$ cat config.mk
export PLATFORM = sky130hd
export DESIGN_NAME = div_seq
export DESIGN_NICKNAME = d
export VERILOG_FILES = /design/src/rtl/div_seq_pkg.sv /design/src/rtl/div_seq_comp.sv /design/src/rtl/div_seq.sv
export SDC_FILE = /design/constraint.sdc
export NUM_CORES = 1
export LEC_CHECK = 0
export CAP_MARGIN = 20
export CELL_PAD_IN_SITES_DETAIL_PLACEMENT = 1
export CELL_PAD_IN_SITES_GLOBAL_PLACEMENT = 2
export CORE_ASPECT_RATIO = 2
export CORE_UTILIZATION = 35
export DETAILED_ROUTE_END_ITERATION = 7
export GPL_TIMING_DRIVEN = 0
export PLACE_DENSITY = 0.87
export SETUP_SLACK_MARGIN = 0.1
export SLEW_MARGIN = 20
export SYNTH_ARGS = -nofsm -noshare
export SYNTH_HDL_FRONTEND = slang
export SYNTH_SLANG_ARGS = --single-unit
$ cat constraint.sdc
create_clock -name clk -period 3.9 [get_ports clk]
set_input_delay 0.39 -clock clk [delete_from_list [all_inputs] [get_ports clk]]
set_output_delay 0.39 -clock clk [all_outputs]
set_load 0.01 [all_outputs]
$ cat src/rtl/div_seq_pkg.sv
// Shared encodings for the iterative RV32M divider: op codes, FSM states and a negate helper.
package div_seq_pkg;

   typedef enum logic [1:0] {
      OP_DIV  = 2'b00,
      OP_DIVU = 2'b01,
      OP_REM  = 2'b10,
      OP_REMU = 2'b11
   } op_e;

   typedef enum logic [1:0] {
      S_IDLE = 2'b00,
      S_CALC = 2'b01,
      S_FIX  = 2'b10,
      S_DONE = 2'b11
   } state_e;

   function automatic logic [31:0] neg32(input logic [31:0] x);
      return ~x + 32'd1;
   endfunction

endpackage

$ cat src/rtl/div_seq_comp.sv
// 32-bit subtract-based comparator: diff = data1 - data2, cout = (data1 >= data2) unsigned.
module comp (
   input  logic [31:0] data1,
   input  logic [31:0] data2,
   output logic [31:0] diff,
   output logic        cout
);

   assign {cout, diff} = {1'b0, data1} + {1'b0, ~data2} + 33'd1;

endmodule

$ cat src/rtl/div_seq.sv
// Iterative restoring divider for DIV/DIVU/REM/REMU: one quotient bit per cycle,
// operand capture, sign fix-up, special cases and valid/ready handshake.
module div_seq
   import div_seq_pkg::*;
#(
   parameter int XLEN = 32
) (
   input  logic            clk,
   input  logic            rst_n,
   input  logic            in_valid,
   output logic            in_ready,
   input  logic [1:0]      op,
   input  logic [XLEN-1:0] src1,
   input  logic [XLEN-1:0] src2,
   input  logic            flush,
   output logic            out_valid,
   input  logic            out_ready,
   output logic [XLEN-1:0] result,
   output logic            busy
);

   localparam int CNT_W = $clog2(XLEN) + 1;

   state_e           state;
   logic [1:0]       op_q;
   logic             neg_q, neg_r;
   logic [XLEN-1:0]  dvd, dvs, rem, quot;
   logic [CNT_W-1:0] cnt;

   logic             sgn_in, div0, ovf;
   logic [XLEN-1:0]  sh, diff;
   logic             cout, ge;

   assign sgn_in = ~op[0];
   assign div0   = (src2 == '0);
   assign ovf    = sgn_in && (src1 == 32'h8000_0000) && (src2 == 32'hFFFF_FFFF);

   // rem[31] set means the shifted value is >= 2^32, so it beats any divisor
   assign sh = {rem[XLEN-2:0], dvd[XLEN-1]};
   assign ge = rem[XLEN-1] | cout;

   comp u_comp (
      .data1 (sh),
      .data2 (dvs),
      .diff  (diff),
      .cout  (cout)
   );

   assign result = op_q[1] ? rem : quot;

   always_ff @(posedge clk or negedge rst_n) begin
      if (!rst_n) begin
         state     <= S_IDLE;
         op_q      <= '0;
         neg_q     <= 1'b0;
         neg_r     <= 1'b0;
         dvd       <= '0;
         dvs       <= '0;
         rem       <= '0;
         quot      <= '0;
         cnt       <= '0;
         in_ready  <= 1'b1;
         out_valid <= 1'b0;
         busy      <= 1'b0;
      end else if (flush && state != S_IDLE) begin
         state     <= S_IDLE;
         in_ready  <= 1'b1;
         out_valid <= 1'b0;
         busy      <= 1'b0;
      end else begin
         case (state)
            S_IDLE: begin
               if (in_valid && !flush) begin
                  op_q     <= op;
                  neg_q    <= sgn_in & (src1[XLEN-1] ^ src2[XLEN-1]);
                  neg_r    <= sgn_in & src1[XLEN-1];
                  dvd      <= (sgn_in && src1[XLEN-1]) ? neg32(src1) : src1;
                  dvs      <= (sgn_in && src2[XLEN-1]) ? neg32(src2) : src2;
                  rem      <= '0;
                  cnt      <= CNT_W'(XLEN);
                  in_ready <= 1'b0;
                  busy     <= 1'b1;
                  if (div0) begin
                     quot      <= '1;
                     rem       <= src1;
                     state     <= S_DONE;
                     out_valid <= 1'b1;
                  end else if (ovf) begin
                     quot      <= 32'h8000_0000;
                     rem       <= '0;
                     state     <= S_DONE;
                     out_valid <= 1'b1;
                  end else begin
                     state <= S_CALC;
                  end
               end
            end
            S_CALC: begin
               rem <= ge ? diff : sh;
               dvd <= {dvd[XLEN-2:0], ge};
               cnt <= cnt - CNT_W'(1);
               if (cnt == CNT_W'(1)) state <= S_FIX;
            end
            S_FIX: begin
               quot      <= neg_q ? neg32(dvd) : dvd;
               rem       <= neg_r ? neg32(rem) : rem;
               state     <= S_DONE;
               out_valid <= 1'b1;
            end
            S_DONE: begin
               if (out_ready) begin
                  state     <= S_IDLE;
                  out_valid <= 1'b0;
                  in_ready  <= 1'b1;
                  busy      <= 1'b0;
               end
            end
            default: state <= S_IDLE;
         endcase
      end
   end

endmodule

==> flow_summary.ini <==
[outcome]
status = finished clean

[job]
maxCapViolations = 0

[floorplan]
dieHeight_um = 264
initial_core_util_pct = 35.6
dieArea_um2 = 35000
ios = 106
fp.coreArea_um2 = 33600
rows = 95
die_x_um = 133

[sta]
tightest_slew_ns = 1.15
fin_tns_setup_ns = 0
whs_ns = 0.317
rsz0062_at_grt = true
finalCriticalPeriod_ns = 3.68
fmax_mhz = 272
finClkSkew_ns = 0.0127
period_share_pct = 94.4
setup_viol = 0
maxSlewHeadroom_pct = 22.9
finalHoldViolCount = 0
slew_viol_final = 0
fin_ws_ns = 0.220

[grt]
grt_pass1_wl_mm = 76.3
grt_pass1_vias = 13100
antenna_found_initial = 0
use_met2_pct = 56.1
grt_max_degree = 82
gr-total-overflow = 0
grtUsageTotal_pct = 29.3
use_met3_pct = 3.89
use_met1_pct = 26.6
busiest_layer = met2

[placed_design]
placed_area_um2 = 13600
placement.io_buffers = 104
place_congestion = 0.942
hpwl_mm = 41.2
pre_cts_slack_ns = -0.261

[clocking]
cts_sinks = 142
clk_pin_slew_ns = 0.07
tritoncts = built
clockBufferDepth = 2
cts.htree.levels = 4
clock_latency_ns = 0.46
root_buffer = clkbuf_16
cts_buffers = 17

[final_layout]
final_nets = 1751
fin_util_pct = 42.4
drive_above_1_share_pct = 7.05
nFillCells = 4103
n_antenna_cell = 0
area_delta_synth_final_pct = 19.0
final_area_um2 = 14300

[synth]
synth.area.top_cells = dfrtp_1 29%, nand2_1 6.4%, a21oi_1 5.4%
avgSynthCellArea_um2 = 7.94
synth-seq-cells = 142
synthCells = 1507
synth_area_um2 = 12000
ys.flop_type = dfrtp_1
seq_area_frac_synth_pct = 29.7
synth_edf_count = 0
synthArstFlopShare_pct = 100
synth_fp_nets = 1624
yosysTopAreaCell = dfrtp_1
synth_warnings = 0
synthDominantCellAreaShare_pct = 29.5
ys_types = 80

[drt]
drt_iter0_markers = 414
antenna_left = 0
drc_errors = 0
via_count = 12200
vias_per_cell = 5.84
finalWirelength_mm = 50.4
post_drt_wl_per_cell_um = 24.2
drtPass1Iterations = 6

[power_and_ir_drop]
leakagePower_nw = 5.75
power_density_nw_per_um2 = 1000
vdd_ir_drop_max_mv = 0.368

[setup_path]
crit_type = reg -> reg
critPathMaxFanout = 10
cp.arrival_ns = 4.01
cp-end-kind = register
startpoint_type = register
cp.required_ns = 4.23

[hold_path]
min_path_type = in -> reg
registers in the layout (all words and copies together) (netlist names):
name	cells
out_valid	1
rem	32
neg_r	1
quot	32
cnt	6
op_q	1
busy	1
state	2
neg_q	1
dvs	32
in_ready	1
dvd	32
synth_stat cells (7+ instances only):
library cell and instances:
a21oi_1 130, clkbuf_1 72, nand3_1 36, or4_1 11
o2bb2ai_1 13, mux2_2 32, a211oi_1 35, a21o_1 48
o211ai_1 11, nor2_1 84, or2_2 7, xor2_1 63
mux2i_1 19, o31ai_1 21, nor2b_1 13, nand2b_1 15
o21ai_0 129, o21a_1 11, a31oi_1 17, nand4_1 18
o31a_1 7, buf_1 8, inv_1 63, nand2_1 204
and3_1 10, dfrtp_1 141, buf_2 8, nor4_1 15
xnor2_1 70, ha_1 45, or3_1 20, o221a_2 8
nor3_1 32
worst max-delay path, stage by stage (launching register included):
cell	delay (ns)
dfrtp_1	0.52
ha_1	0.34
clkbuf_1	0.29
nand2_1	0.17
or4_1	0.50
nor3_2	0.70
a21o_1	0.27
buf_4	0.26
mux2i_1	0.36
o21ai_0	0.15
per-layer routing:
metal	share of wire, %	vias to the layer above
li1	-	5665
met1	33	6005
met2	55	308
met3	2.9	181
met4	8.9	0
met5	0	-
power breakdown:
group          total (mW)  leakage, nW  switching [mW]  internal, mW
logic                9.33         3.67            5.65          3.68
clock network        1.82        0.308           0.711          1.11
registers            3.09         1.77           0.916          2.17
total                14.2         5.75            7.28          6.97
cell usage in the layout, fill, tap and decap left out, types with 20 or more instances in the layout:
cell type	count
dfrtp_1	141
clkdlybuf4s50_1	103
a21oi_1	130
inv_1	63
nand2_1	204
nor2_1	84
a211oi_1	35
a21o_1	48
ha_1	45
nor3_1	32
clkbuf_1	72
nand3_1	36
o31ai_1	21
xnor2_1	70
o21ai_0	129
mux2_2	32
or3_1	20
xor2_1	63
worst paths after layout:
path	startpoint	endpoint	slack, ns	cells past startpoint
max	rem[22]	rem[4]	0.22	9
min reg2reg	dvs[16]	dvs[16]	0.47	2
min	flush	in_ready	0.32	2
max in group asynchronous	rst_n	quot[2]	2.57	3
min in group asynchronous	rst_n	cnt[3]	0.46	2
max reg2reg	rem[22]	rem[4]	0.22	9
layout make-up:
| cell class | count | area [um^2] | area share (%) |
|---|---|---|---|
| sequential | 142 | 3550 | 24.9 |
| buffer | 89 | 352 | 2.47 |
| timing repair buffer | 109 | 1110 | 7.76 |
| inverter | 64 | 240 | 1.69 |
| clock inverter | 11 | 164 | 1.15 |
| clock buffer | 20 | 467 | 3.27 |
| multi-input combinational | 1211 | 7820 | 54.9 |
| tap | 436 | 546 | 3.83 |
through the flow:
stage | std cells | power [mW]
final | 2082 | 14.2
after global routing | 2082 | 15.2
after CTS | 2083 | 14.2
after detailed placement | 2048 | 12.2
after global placement | 2047 | 12.0
after floorplan | 1507 | 8.93
what timing repair did:
item / 4_1_cts / 5_1_grt
endpoints found under the hold margin: 60 / 0
buffers inserted: 3 / 0
hold buffers: 1 / 0
pin swaps: 1 / 1
endpoints found under the setup margin: 5 / 5
gates resized for setup: 1 / 0
kinds of logic (layout without fill, tap and decap cells):
group	Yosys count	in the layout	share of synthesized area, %
buffers and inverters	154	293	4.97
AOI/OAI and AO/OA	484	484	26.0
and+or+nand+nor	497	497	20.1
adders and majority gates	46	46	4.87
muxes	51	51	4.60
xor gates and xnor gates	133	133	9.73
DFF	142	142	29.7
(Power assumes the default switching activity.)
